<file path="src/rtl/pipe_pkg.sv">
// Shared types and constants for the pipeline hazard/forwarding controller.
package pipe_pkg;

  // Scoreboard rd field is sized for the widest register file we build.
  // Narrower REG_W values are zero-extended into it; REG_W must not exceed RD_W.
  localparam int RD_W = 8;

  typedef struct packed {
    logic            valid;
    logic [RD_W-1:0] rd;
    logic            we;
    logic            is_load;
  } sb_entry_t;

  // Empty slot: what a bubble, a flush or reset leaves behind.
  localparam sb_entry_t SB_NOP = '0;

  // Forward select value meaning "take the operand from the register file".
  localparam int FWD_RF = 0;

  // Names of the post-decode slots in the default 3-deep pipe.
  localparam int SLOT_E  = 0;
  localparam int SLOT_M  = 1;
  localparam int SLOT_WB = 2;

endpackage

</file>
<file path="src/rtl/sat_counter.sv">
// Saturating event counter with a synchronous clear that wins over increment.
module sat_counter #(
  parameter int CNT_W = 32
) (
  input  logic             clock,
  input  logic             reset,
  input  logic             clr,
  input  logic             inc,
  output logic [CNT_W-1:0] count
);

  // Count up on inc, stick at all-ones, zero on reset or clear.
  always_ff @(posedge clock) begin
    if (reset || clr) begin
      count <= '0;
    end else if (inc && (count != '1)) begin
      count <= count + CNT_W'(1);
    end
  end

endmodule

</file>
<file path="src/rtl/pipe_hazard_unit.sv">
// Hazard, forwarding and flush controller sitting beside decode.
// Tracks in-flight destinations for DEPTH post-decode slots (0 = E ... DEPTH-1 = WB).
module pipe_hazard_unit
  import pipe_pkg::*;
#(
  parameter int DEPTH        = 3,
  parameter int REG_W        = 5,
  parameter int LOAD_FWD_MIN = 2,
  parameter int CNT_W        = 32
) (
  input  logic                     clock,
  input  logic                     reset,
  input  logic                     id_valid,
  input  logic [REG_W-1:0]         id_rs1,
  input  logic [REG_W-1:0]         id_rs2,
  input  logic                     id_use_rs1,
  input  logic                     id_use_rs2,
  input  logic [REG_W-1:0]         id_rd,
  input  logic                     id_we,
  input  logic                     id_is_load,
  input  logic                     redirect,
  input  logic                     mem_busy,
  input  logic                     perf_clr,
  output logic                     stall_fd,
  output logic                     bubble_e,
  output logic                     flush_fd,
  output logic                     freeze_all,
  output logic [$clog2(DEPTH)-1:0] fwd_rs1_sel,
  output logic [$clog2(DEPTH)-1:0] fwd_rs2_sel,
  output logic [CNT_W-1:0]         perf_lu_stalls,
  output logic [CNT_W-1:0]         perf_mem_waits,
  output logic [CNT_W-1:0]         perf_flushes
);

  localparam int SEL_W = $clog2(DEPTH);

  sb_entry_t        slot [DEPTH];
  logic [DEPTH-1:0] hit_rs1;
  logic [DEPTH-1:0] hit_rs2;
  logic [SEL_W-1:0] sel_rs1;
  logic [SEL_W-1:0] sel_rs2;
  logic             lu_rs1;
  logic             lu_rs2;
  logic             lu_hazard;
  logic             bubble_int;

  // Per-slot producer match for each source operand; x0 never matches.
  genvar j;
  generate
    for (j = 0; j < DEPTH; j++) begin : g_match
      assign hit_rs1[j] = id_valid && id_use_rs1 && (id_rs1 != '0) && slot[j].valid &&
                          slot[j].we && (slot[j].rd == RD_W'(id_rs1));
      assign hit_rs2[j] = id_valid && id_use_rs2 && (id_rs2 != '0) && slot[j].valid &&
                          slot[j].we && (slot[j].rd == RD_W'(id_rs2));
    end
  endgenerate

  // Youngest producer wins: scan oldest to youngest so the lowest index overrides.
  // A producer already in WB writes the (write-first) regfile, so it selects the regfile.
  always_comb begin
    sel_rs1 = SEL_W'(FWD_RF);
    sel_rs2 = SEL_W'(FWD_RF);
    lu_rs1  = 1'b0;
    lu_rs2  = 1'b0;
    for (int k = DEPTH - 1; k >= 0; k--) begin
      if (hit_rs1[k]) begin
        lu_rs1  = slot[k].is_load && ((k + 1) < LOAD_FWD_MIN);
        sel_rs1 = (k == DEPTH - 1) ? SEL_W'(FWD_RF) : SEL_W'(k + 1);
      end
      if (hit_rs2[k]) begin
        lu_rs2  = slot[k].is_load && ((k + 1) < LOAD_FWD_MIN);
        sel_rs2 = (k == DEPTH - 1) ? SEL_W'(FWD_RF) : SEL_W'(k + 1);
      end
    end
  end

  assign lu_hazard  = lu_rs1 || lu_rs2;
  // Redirect seen while mem_busy simply waits: E is frozen so the request stays asserted.
  assign bubble_int = !mem_busy && (redirect || lu_hazard || !id_valid);

  assign freeze_all = !reset && mem_busy;
  assign flush_fd   = !reset && redirect && !mem_busy;
  assign stall_fd   = !reset && (mem_busy || (lu_hazard && !redirect));
  assign bubble_e   = !reset && bubble_int;

  // Scoreboard shift and registered forward selects; everything holds while dmem is busy.
  always_ff @(posedge clock) begin
    if (reset) begin
      for (int k = 0; k < DEPTH; k++) slot[k] <= SB_NOP;
      fwd_rs1_sel <= SEL_W'(FWD_RF);
      fwd_rs2_sel <= SEL_W'(FWD_RF);
    end else if (!mem_busy) begin
      for (int k = 1; k < DEPTH; k++) slot[k] <= slot[k-1];
      slot[SLOT_E] <= bubble_int ? SB_NOP :
                      sb_entry_t'{valid: 1'b1, rd: RD_W'(id_rd), we: id_we, is_load: id_is_load};
      fwd_rs1_sel  <= bubble_int ? SEL_W'(FWD_RF) : sel_rs1;
      fwd_rs2_sel  <= bubble_int ? SEL_W'(FWD_RF) : sel_rs2;
    end
  end

  sat_counter #(.CNT_W(CNT_W)) u_cnt_lu (
    .clock (clock),
    .reset (reset),
    .clr   (perf_clr),
    .inc   (lu_hazard && !redirect && !mem_busy),
    .count (perf_lu_stalls)
  );

  sat_counter #(.CNT_W(CNT_W)) u_cnt_mem (
    .clock (clock),
    .reset (reset),
    .clr   (perf_clr),
    .inc   (mem_busy),
    .count (perf_mem_waits)
  );

  sat_counter #(.CNT_W(CNT_W)) u_cnt_flush (
    .clock (clock),
    .reset (reset),
    .clr   (perf_clr),
    .inc   (flush_fd),
    .count (perf_flushes)
  );

endmodule

</file>
<file path="config.mk">
export PLATFORM = sky130hd
export DESIGN_NAME = pipe_hazard_unit
export DESIGN_NICKNAME = d
export VERILOG_FILES = /design/src/rtl/pipe_pkg.sv /design/src/rtl/sat_counter.sv /design/src/rtl/pipe_hazard_unit.sv
export SDC_FILE = /design/constraint.sdc
export NUM_CORES = 1
export LEC_CHECK = 0
export CORE_ASPECT_RATIO = 0.7
export CORE_MARGIN = 8
export CORE_UTILIZATION = 40
export CTS_CLUSTER_SIZE = 16
export DETAILED_ROUTE_END_ITERATION = 12
export PLACE_DENSITY = 0.66
export SYNTH_ARGS = -nofsm -noshare
export SYNTH_HDL_FRONTEND = slang
export SYNTH_SLANG_ARGS = --single-unit
</file>
<file path="constraint.sdc">
create_clock -name clock -period 3.4 [get_ports clock]
set_input_delay 0.68 -clock clock [delete_from_list [all_inputs] [get_ports clock]]
set_output_delay 0.68 -clock clock [all_outputs]
set_load 0.05 [all_outputs]
</file>
==> flow_summary.yaml, run 1 <==
detailed_routing:
  firstDrtPassIters: 5
  drt_drc_violations_left: 0
  wl_mm: 16.5
  wl_per_cell_microns: 16.8
  via_per_inst: 5.42
  drtAntennaViolNets: 0
  drt-initial-drc-count: 353
  vias: 5335
pwr:
  peakVddDrop_mv: 0.355
  internal_power_mw: 2.71
  combPwrFrac_pct: 4.3
  p_sw_share_pct: 22.1
  p_leak_nw: 2.62
  pwr-share-clk_pct: 55.3
  pwr_density_cell_nw_per_um2: 439
  seqPwrFrac_pct: 40.4
  p_switching_uw: 769
  finalPower_mw: 3.48
sta:
  post-route-period-util_pct: 96.7
  skew_ns: 0.0128
  slew_violations: 0
  relSlewSlack_pct: 55.8
  holdWs_ns: 0.488
  max_freq_mhz: 304
  grt_setup_unrepaired: "false"
  min_period_ns: 3.29
  tightest_slew_ns: 0.657
  fin_ws_ns: 0.111
  hold_viol: 0
  setup_viol: 0
  tns_ns: 0
setup_path:
  path_cells: "clkdlybuf4s50_1, xnor2_1, nand4_1, or4_4, nand2_4, a31oi_1, nor2_1, buf_12"
  cp-end-kind: "output port"
  cp.required_ns: 2.72
  critPathMaxStageDelay_ns: 0.57
  startpoint_type: "input pin"
  slowest_stage: "or4_4"
  crit_type: "input pin to output port"
  worstPathArrival_ns: 2.61
  cp_max_fo: 3
die:
  rows: 36
  ios: 129
  die_area_sq_um: 18200
  die_w_microns: 158
  design.core.area_sq_um: 13900
  start_util_pct: 40.7
  die_h_microns: 115
final_layout:
  fin_util_pct: 57.1
  design_area_sq_um: 7920
  antenna_cells: 0
  nets: 810
  area_growth_pct: 40.4
  final_cells: 985
  n_fill_cell: 1255
  drive_gt1_share_pct: 8.43
placed_design:
  numPortBuffers: 128
  dp_cells: 953
  placed_cell_area_sq_um: 7260
  dpl.hpwl_mm: 12.3
  place_ws_ns: 0.00821
  routabilityCongestion: 0.922
global_routing:
  grt_pass1_wl_mm: 26.6
  grt_pass1_vias: 5181
  grt_max_degree: 41
  grt_antenna_before_repair: 0
  gr-usage-all-layers_pct: 18.2
  overflow: 0
yosys:
  synth-async-reset-ratio_pct: 0
  syn_avg_cell_area_sq_um: 8.82
  syn_area_sq_um: 5640
  synth_edf_count: 15
  synth_ff_type: "dfxtp_1"
  synth_cell_type_count: 49
  syn-num-nets: 668
  synthCells: 640
  seq_area_frac_synth_pct: 43.5
  ys_ff_latch: 115
  yosysWarnings: 0
cts:
  cts_buffer_depth: 2
  cts_buffers: 17
  tritoncts: "done"
  post-cts-setup-buffer-count: 0
  clkTransAtPathRegs_ns: 0.06
  clockRootBuffer: "clkbuf_16"
  cts_htree_levels: 4
  clk_latency_ns: 0.42
  cts.sink_count: 115
min_path:
  hold_path_class: "register to register"
status:
  status: "finished clean"
job:
  drv_cap: 0
[worst max-delay path, delay by kind of cell]
| family | cells | cell delay (ns) |
|---|---|---|
| buf+inv | 2 | 0.70 |
| compound gates | 1 | 0.09 |
| simple gates | 4 | 1.01 |
| xor+xnor | 1 | 0.13 |
[cells in the mapped netlist (all sizes together) (15+ instances only)]
cell / number / area [sq um]
and3: 17 / 106
xnor2: 28 / 245
xor2: 47 / 412
o21ai: 34 / 170
nor2: 67 / 251
or3: 33 / 206
nand4: 33 / 213
and4: 16 / 140
dfxtp: 100 / 2000
edfxtp: 15 / 450
a21oi: 33 / 165
and2: 21 / 131
nor4: 15 / 121
clkbuf: 18 / 67.6
nand2: 41 / 154
nand3: 49 / 245
[worst paths after layout]
check,from,endpoint,slack [ns],cells after the start
worst max-delay path,id_rs2[1],stall_fd,0.11,8
worst min register to register,fwd_rs2_sel[1]$_SDFFE_PP0N_,fwd_rs2_sel[1]$_SDFFE_PP0N_,0.49,1
worst max register to register,slot[0][2]$_SDFFCE_PP0P_,u_cnt_lu.count[20]$_SDFFE_PP0P_,0.88,7
worst min-delay path,fwd_rs2_sel[1]$_SDFFE_PP0N_,fwd_rs2_sel[1]$_SDFFE_PP0N_,0.49,1
[repair_timing]
action	4_1_cts	5_1_grt
hold endpoints to repair	0	0
endpoints found under the setup margin	0	2
gates resized for setup	0	6
hold buffers	0	0
[cells in the final DEF (no fill, tap or decap), types with 3 or more instances in the layout]
cell / n
o21ai_1: 14
inv_1: 10
bufinv_16: 3
a22o_1: 4
and4_1: 16
nor3_1: 9
mux2i_1: 3
nand3_1: 49
buf_12: 5
a31oi_1: 5
ha_1: 3
and2_1: 21
nor2_1: 67
buf_4: 16
nand4_1: 32
o21ai_0: 20
or4_1: 4
nor4_1: 12
a21oi_1: 33
dlymetal6s2s_1: 4
clkbuf_16: 19
o211ai_1: 3
clkdlybuf4s50_1: 120
xnor2_1: 28
dfxtp_1: 100
edfxtp_1: 15
a211oi_1: 5
or3_1: 33
xor2_1: 47
and3_1: 17
nand2_1: 40
clkinv_4: 6
[per-layer routing]
layer	global-route usage (%)	part of all wire [%]
met2	28.0	44
met4	5.95	1.0
met5	0	0
met1	24.3	47
met3	5.11	7.8
[layout make-up]
class                   count  area, sq um  share of cell area [%]
inverters                  10         37.5                   0.474
clock inverters            13          171                    2.16
flip-flops and latches    115         2450                    31.0
multi-input cells         493         3070                    38.8
well taps                 190          238                    3.00
repair buffers            145         1470                    18.6
clock buffers              19          475                    6.00
[cell families after synthesis]
group                    share of synthesized area, %
flip-flops                                       43.5
buffers and inverters                            2.28
adder cells (fa/ha/maj)                         0.665
multiplexers                                    0.532
AND/OR/NAND/NOR                                  31.0
AO/OA/AOI/OAI                                    10.5
XOR/XNOR                                         11.6
[sequential cells by signal, summed over array words and instances (netlist names)]
register	count
fwd_rs1_sel	2
fwd_rs2_sel	2
slot	15
u_cnt_flush.count	32
u_cnt_lu.count	32
u_cnt_mem.count	32
[power groups by stage]
stage	Combinational [mW]	Clock [mW]	Sequential, mW
after detailed placement	0.152	0	1.43
after CTS	0.152	1.94	1.40
after floorplan	0.0731	0	1.43
after global placement	0.150	0	1.43
after global routing	0.162	2.02	1.40
final	0.150	1.92	1.40
Power figures use the tool's default switching activity.
==> run 2: changes to the inputs <==
- CORE_MARGIN: 8 -> 1.5
- GPL_ROUTABILITY_DRIVEN: not set -> 0
==> run 2 against run 1 <==
- design area fell by 1.2%
- wire length fell by 7.0%
- power fell by 8.4%
- clock power fell by 15%
- register-to-register slack got worse by 0.04 ns
- utilization fell by 0.49 points
- global-route usage rose by 2.9 points
- via count fell by 0.17%
- critical path type unchanged
- critical endpoint unchanged
==> flow_summary.yaml, run 2 (same netlist as run 1, synthesis figures left out) <==
status:
  status: "finished clean"
setup_path:
  critPathMaxStageDelay_ns: 0.57
  path_cells: "clkdlybuf4s50_1, xnor2_1, nand4_1, or4_4, nand2_4, a31oi_1, nor2_1, buf_12"
  crit_type: "input pin to output port"
  startpoint_type: "input pin"
  cp_top_family: "simple AND/OR/NAND/NOR gates"
  r2r-start: "slot[0][3]$_SDFFCE_PP0P_"
  cp_max_fo: 3
  slowest_stage: "or4_4"
  cp_num_buf_inv: 2
  cp-end-kind: "output port"
  worstPathArrival_ns: 2.63
  cp.required_ns: 2.72
  startpoint: "id_rs2[4]"
cts:
  clk_latency_ns: 0.41
  clkTransAtPathRegs_ns: 0.05
  cts_buffer_depth: 2
  clockRootBuffer: "clkbuf_16"
  cts_buffers: 17
  cts.sink_count: 115
  tritoncts: "done"
  cts_htree_levels: 4
sta:
  tightest_slew_ns: 0.854
  post-route-period-util_pct: 97.4
  min_period_ns: 3.31
  relSlewSlack_pct: 43.1
  tns_ns: 0
  grt_setup_unrepaired: "false"
  setup_viol: 0
  max_freq_mhz: 302
  fin_ws_ns: 0.0876
  slew_violations: 0
  skew_ns: 0.0113
  hold_viol: 0
  holdWs_ns: 0.482
die:
  rows: 36
  ios: 129
  design.core.area_sq_um: 13800
  die_h_microns: 102
  die_area_sq_um: 14800
  die_w_microns: 145
  start_util_pct: 40.8
pwr:
  pwr_density_cell_nw_per_um2: 407
  finalPower_mw: 3.18
  p_leak_nw: 2.56
  peakVddDrop_mv: 0.333
global_routing:
  grt_pass1_vias: 4988
  gr-usage-all-layers_pct: 21.2
  overflow: 0
  grt_pass1_wl_mm: 25.3
  grt_max_degree: 42
  grt_antenna_before_repair: 0
final_layout:
  antenna_cells: 0
  final_common_cell: "clkdlybuf4s50_1"
  most-common-layout-cells: "123 x clkdlybuf4s50_1, 100 x dfxtp_1, 67 x nor2_1, 49 x nand3_1, 47 x xor2_1"
  nets: 810
  area_growth_pct: 38.7
  reg_top3: "u_cnt_flush.count (32), u_cnt_lu.count (32), u_cnt_mem.count (32)"
  drive_gt1_share_pct: 8.31
  fin_util_pct: 56.6
detailed_routing:
  firstDrtPassIters: 5
  drtAntennaViolNets: 0
  wl_per_cell_microns: 15.6
  drt-initial-drc-count: 261
  wl_mm: 15.4
  drt_drc_violations_left: 0
  via_per_inst: 5.41
  vias: 5326
placed_design:
  place_ws_ns: -0.0237
  dpl.hpwl_mm: 11.3
  numPortBuffers: 128
min_path:
  hold_start: "fwd_rs2_sel[1]$_SDFFE_PP0N_"
  hold_path_class: "register to register"
job:
  drv_cap: 0
run 2: per-layer routing:
layer | part of all wire, % | track usage, %
met2 | 45 | 33.8
met3 | 7.1 | 6.38
met4 | 0.70 | 5.39
met1 | 47 | 28.2
met5 | 0 | 0
run 2: area by class of cell:
class                           count  area, sq um
Fill cell                        1250         6000
Multi-Input combinational cell    493         3070
Sequential cell                   115         2450
Timing Repair Buffer              145         1480
Clock buffer                       22          494
Tap cell                          190          238
Clock inverter                      9         53.8
Inverter                           10         37.5
run 2: path summary, 6_finish.rpt:
kind | end | slack (ns) | cells past startpoint
min | fwd_rs2_sel[1]$_SDFFE_PP0N_ | 0.48 | 1
min reg2reg | fwd_rs2_sel[1]$_SDFFE_PP0N_ | 0.48 | 1
max | stall_fd | 0.09 | 8
max reg2reg | u_cnt_lu.count[20]$_SDFFE_PP0P_ | 0.84 | 8
run 2: report_power, final:
part | internal [mW] | switching (mW)
sequential | 1.39 | 0.0146
combinational | 0.0712 | 0.0810
clock | 1.02 | 0.610
total | 2.48 | 0.705
run 2: per-stage QoR:
| step | cell area [sq um] | instances |
|---|---|---|
| 3_3_place_gp | 7260 | 952 |
| 3_5_place_dp | 7260 | 952 |
| 4_1_cts | 7810 | 983 |
| 6_report | 7830 | 984 |
| 5_1_grt | 7830 | 984 |
| 2_1_floorplan | 5650 | 640 |
run 2: timing repair:
item,CTS,global route
setup endpoints to repair,2,2
buffers inserted,0,1
pin swaps,0,3
gates resized for setup,1,2
hold buffers,0,0
run 2: worst register-to-register path, cell delays in order (launching register included):
cell and delay [ns]:
edfxtp_1 0.47, xnor2_1 0.22, nand4_1 0.15, buf_4 0.16
nor4_2 0.43, o211ai_1 0.22, buf_12 0.21, or4_1 0.48
a21oi_1 0.14
==> run 3: changes to the inputs <==
- CORE_UTILIZATION: 40 -> 32
- PLACE_DENSITY: 0.66 -> not set
- RECOVER_POWER: not set -> 25
==> run 3 against run 2 <==
- via count fell by 3.3%
- die area rose by 24%
- worst hold slack got worse by 0.00074 ns
- wire length barely moved
- design area rose by 0.38%
- count of clock-buffer cells in the layout rose by 1
- utilization fell by 11 points
- sequential share of layout area fell by 0.12 points
- clock skew rose by 0.00069 ns
- sequential power barely moved
- critical path depth did not move
- critical path type unchanged
==> flow_summary.yaml, run 3 (same netlist as run 1, synthesis figures left out) <==
cts:
  cts_buffers: 17
  cts_htree_levels: 4
  clk_latency_ns: 0.42
  clockRootBuffer: "clkbuf_16"
  holdBufCountCts: 0
  tritoncts: "done"
  clkTransAtPathRegs_ns: 0.06
  cts_buffer_depth: 2
  cts.sink_count: 115
setup_path:
  crit_type: "input pin to output port"
  cp_top_family: "simple AND/OR/NAND/NOR gates"
  worstPathArrival_ns: 2.64
  slowest_stage: "or4_4"
  startpoint_type: "input pin"
  critPathMaxStageDelay_ns: 0.55
  cp-end-kind: "output port"
  cp.required_ns: 2.72
  cp_max_fo: 3
  path_cells: "clkdlybuf4s50_1, or4_1, o211ai_2, or4_4, nand2_2, a21oi_1, nor3_2, clkbuf_16"
  cp_num_buf_inv: 2
sta:
  relSlewSlack_pct: 46.7
  hold_viol: 0
  skew_ns: 0.0120
  slew_violations: 0
  min_period_ns: 3.32
  holdWs_ns: 0.482
  tightest_slew_ns: 0.797
  grt_setup_unrepaired: "false"
  setup_viol: 0
  max_freq_mhz: 301
  tns_ns: 0
  post-route-period-util_pct: 97.7
pwr:
  combPwrFrac_pct: 4.4
  p_switching_uw: 739
  pwr-share-clk_pct: 52.7
  p_sw_share_pct: 22.6
  internal_power_mw: 2.53
  pwr_density_cell_nw_per_um2: 417
  peakVddDrop_mv: 0.223
  p_leak_nw: 2.59
  seqPwrFrac_pct: 42.9
placed_design:
  placed_cell_area_sq_um: 7280
  dpl.hpwl_mm: 11.0
  numPortBuffers: 128
final_layout:
  area_growth_pct: 39.2
  design_area_sq_um: 7860
  nets: 807
  most-common-layout-cells: "114 x clkdlybuf4s50_1, 100 x dfxtp_1, 66 x nor2_1, 49 x nand3_1, 47 x xor2_1"
  n_fill_cell: 1702
  drive_gt1_share_pct: 7.07
  antenna_cells: 0
  regArea_sq_um: 2450
  multi_input_area_sq_um: 3070
  final_common_cell: "clkdlybuf4s50_1"
  reg_top3: "u_cnt_flush.count (32), u_cnt_lu.count (32), u_cnt_mem.count (32)"
die:
  die_area_sq_um: 18500
  ios: 129
  die_h_microns: 114
  rows: 40
  start_util_pct: 32.8
  die_w_microns: 162
  design.core.area_sq_um: 17200
global_routing:
  grt_pass1_wl_mm: 24.8
  gr-usage-all-layers_pct: 17.1
  grt_antenna_before_repair: 0
  grt_max_degree: 45
  overflow: 0
  grt_pass1_vias: 4648
detailed_routing:
  drt-initial-drc-count: 341
  firstDrtPassIters: 5
  via_per_inst: 5.03
  wl_mm: 15.4
  drt_drc_violations_left: 0
  vias: 5148
  drtAntennaViolNets: 0
  wl_per_cell_microns: 15.0
job:
  drv_cap: 0
min_path:
  hold_path_class: "register to register"
status:
  status: "finished clean"
-- run 3: path summary, 6_finish.rpt --
check                                 startpoint                         endpoint  slack (ns)  cells after the start
setup / recovery                       id_rs1[2]                         bubble_e        0.08                      8
hold / removal       fwd_rs1_sel[0]$_SDFFE_PP0N_      fwd_rs1_sel[0]$_SDFFE_PP0N_        0.48                      1
setup reg to reg  u_cnt_lu.count[0]$_SDFFE_PP0P_  u_cnt_lu.count[26]$_SDFFE_PP0P_        0.84                      7
hold reg to reg      fwd_rs1_sel[0]$_SDFFE_PP0N_      fwd_rs1_sel[0]$_SDFFE_PP0N_        0.48                      1
-- run 3: final cells by class --
type	count	area share (%)
multi-input combinational	493	39.0
sequential	115	31.2
timing repair buffer	142	18.4
clock buffer	23	6.23
tap	231	3.68
clock inverter	9	0.971
inverter	10	0.478
-- run 3: worst register-to-register path: cells and delay by family (launching register included) --
kind,cells,cell delay (ns)
AOI/OAI and AO/OA,3,0.84
adders and majority gates,1,0.24
buffers and inverters,1,0.11
DFF,1,0.47
and+or+nand+nor,2,0.82
-- run 3: power by group through the flow --
stage	Combinational (mW)	Clock, mW	Sequential (mW)
2_1_floorplan	0.0731	0	1.43
4_1_cts	0.150	1.77	1.40
3_3_place_gp	0.148	0	1.43
5_1_grt	0.157	1.84	1.40
3_5_place_dp	0.149	0	1.43
6_report	0.145	1.72	1.40
-- run 3: layer usage --
metal	track usage (%)	wire [microns]	part of all wire, %	vias up
met4	5.93	124	0.81	0
met2	23.6	6100	40	147
met1	24.6	8050	52	2375
li1	-	-	-	2617
met3	5.83	1120	7.3	9
met5	0	0	0	-
-- run 3: through the flow --
stage	setup slack, ns	power (mW)	utilization, %	cells
finish	0.0782	3.27	45.6	1023
global route	0.00207	3.40	45.6	1023
CTS	0.00585	3.32	45.6	1022
detailed placement	-0.0130	1.58	42.3	990
global placement	0.0238	1.58	42.3	990
floorplan	0.338	1.50	-	640
-- run 3: what timing repair did --
action | in CTS | in global routing
resized for setup | 1 | 10
setup buffers | 0 | 1
pin swaps | 1 | 3
endpoints found under the setup margin | 1 | 2
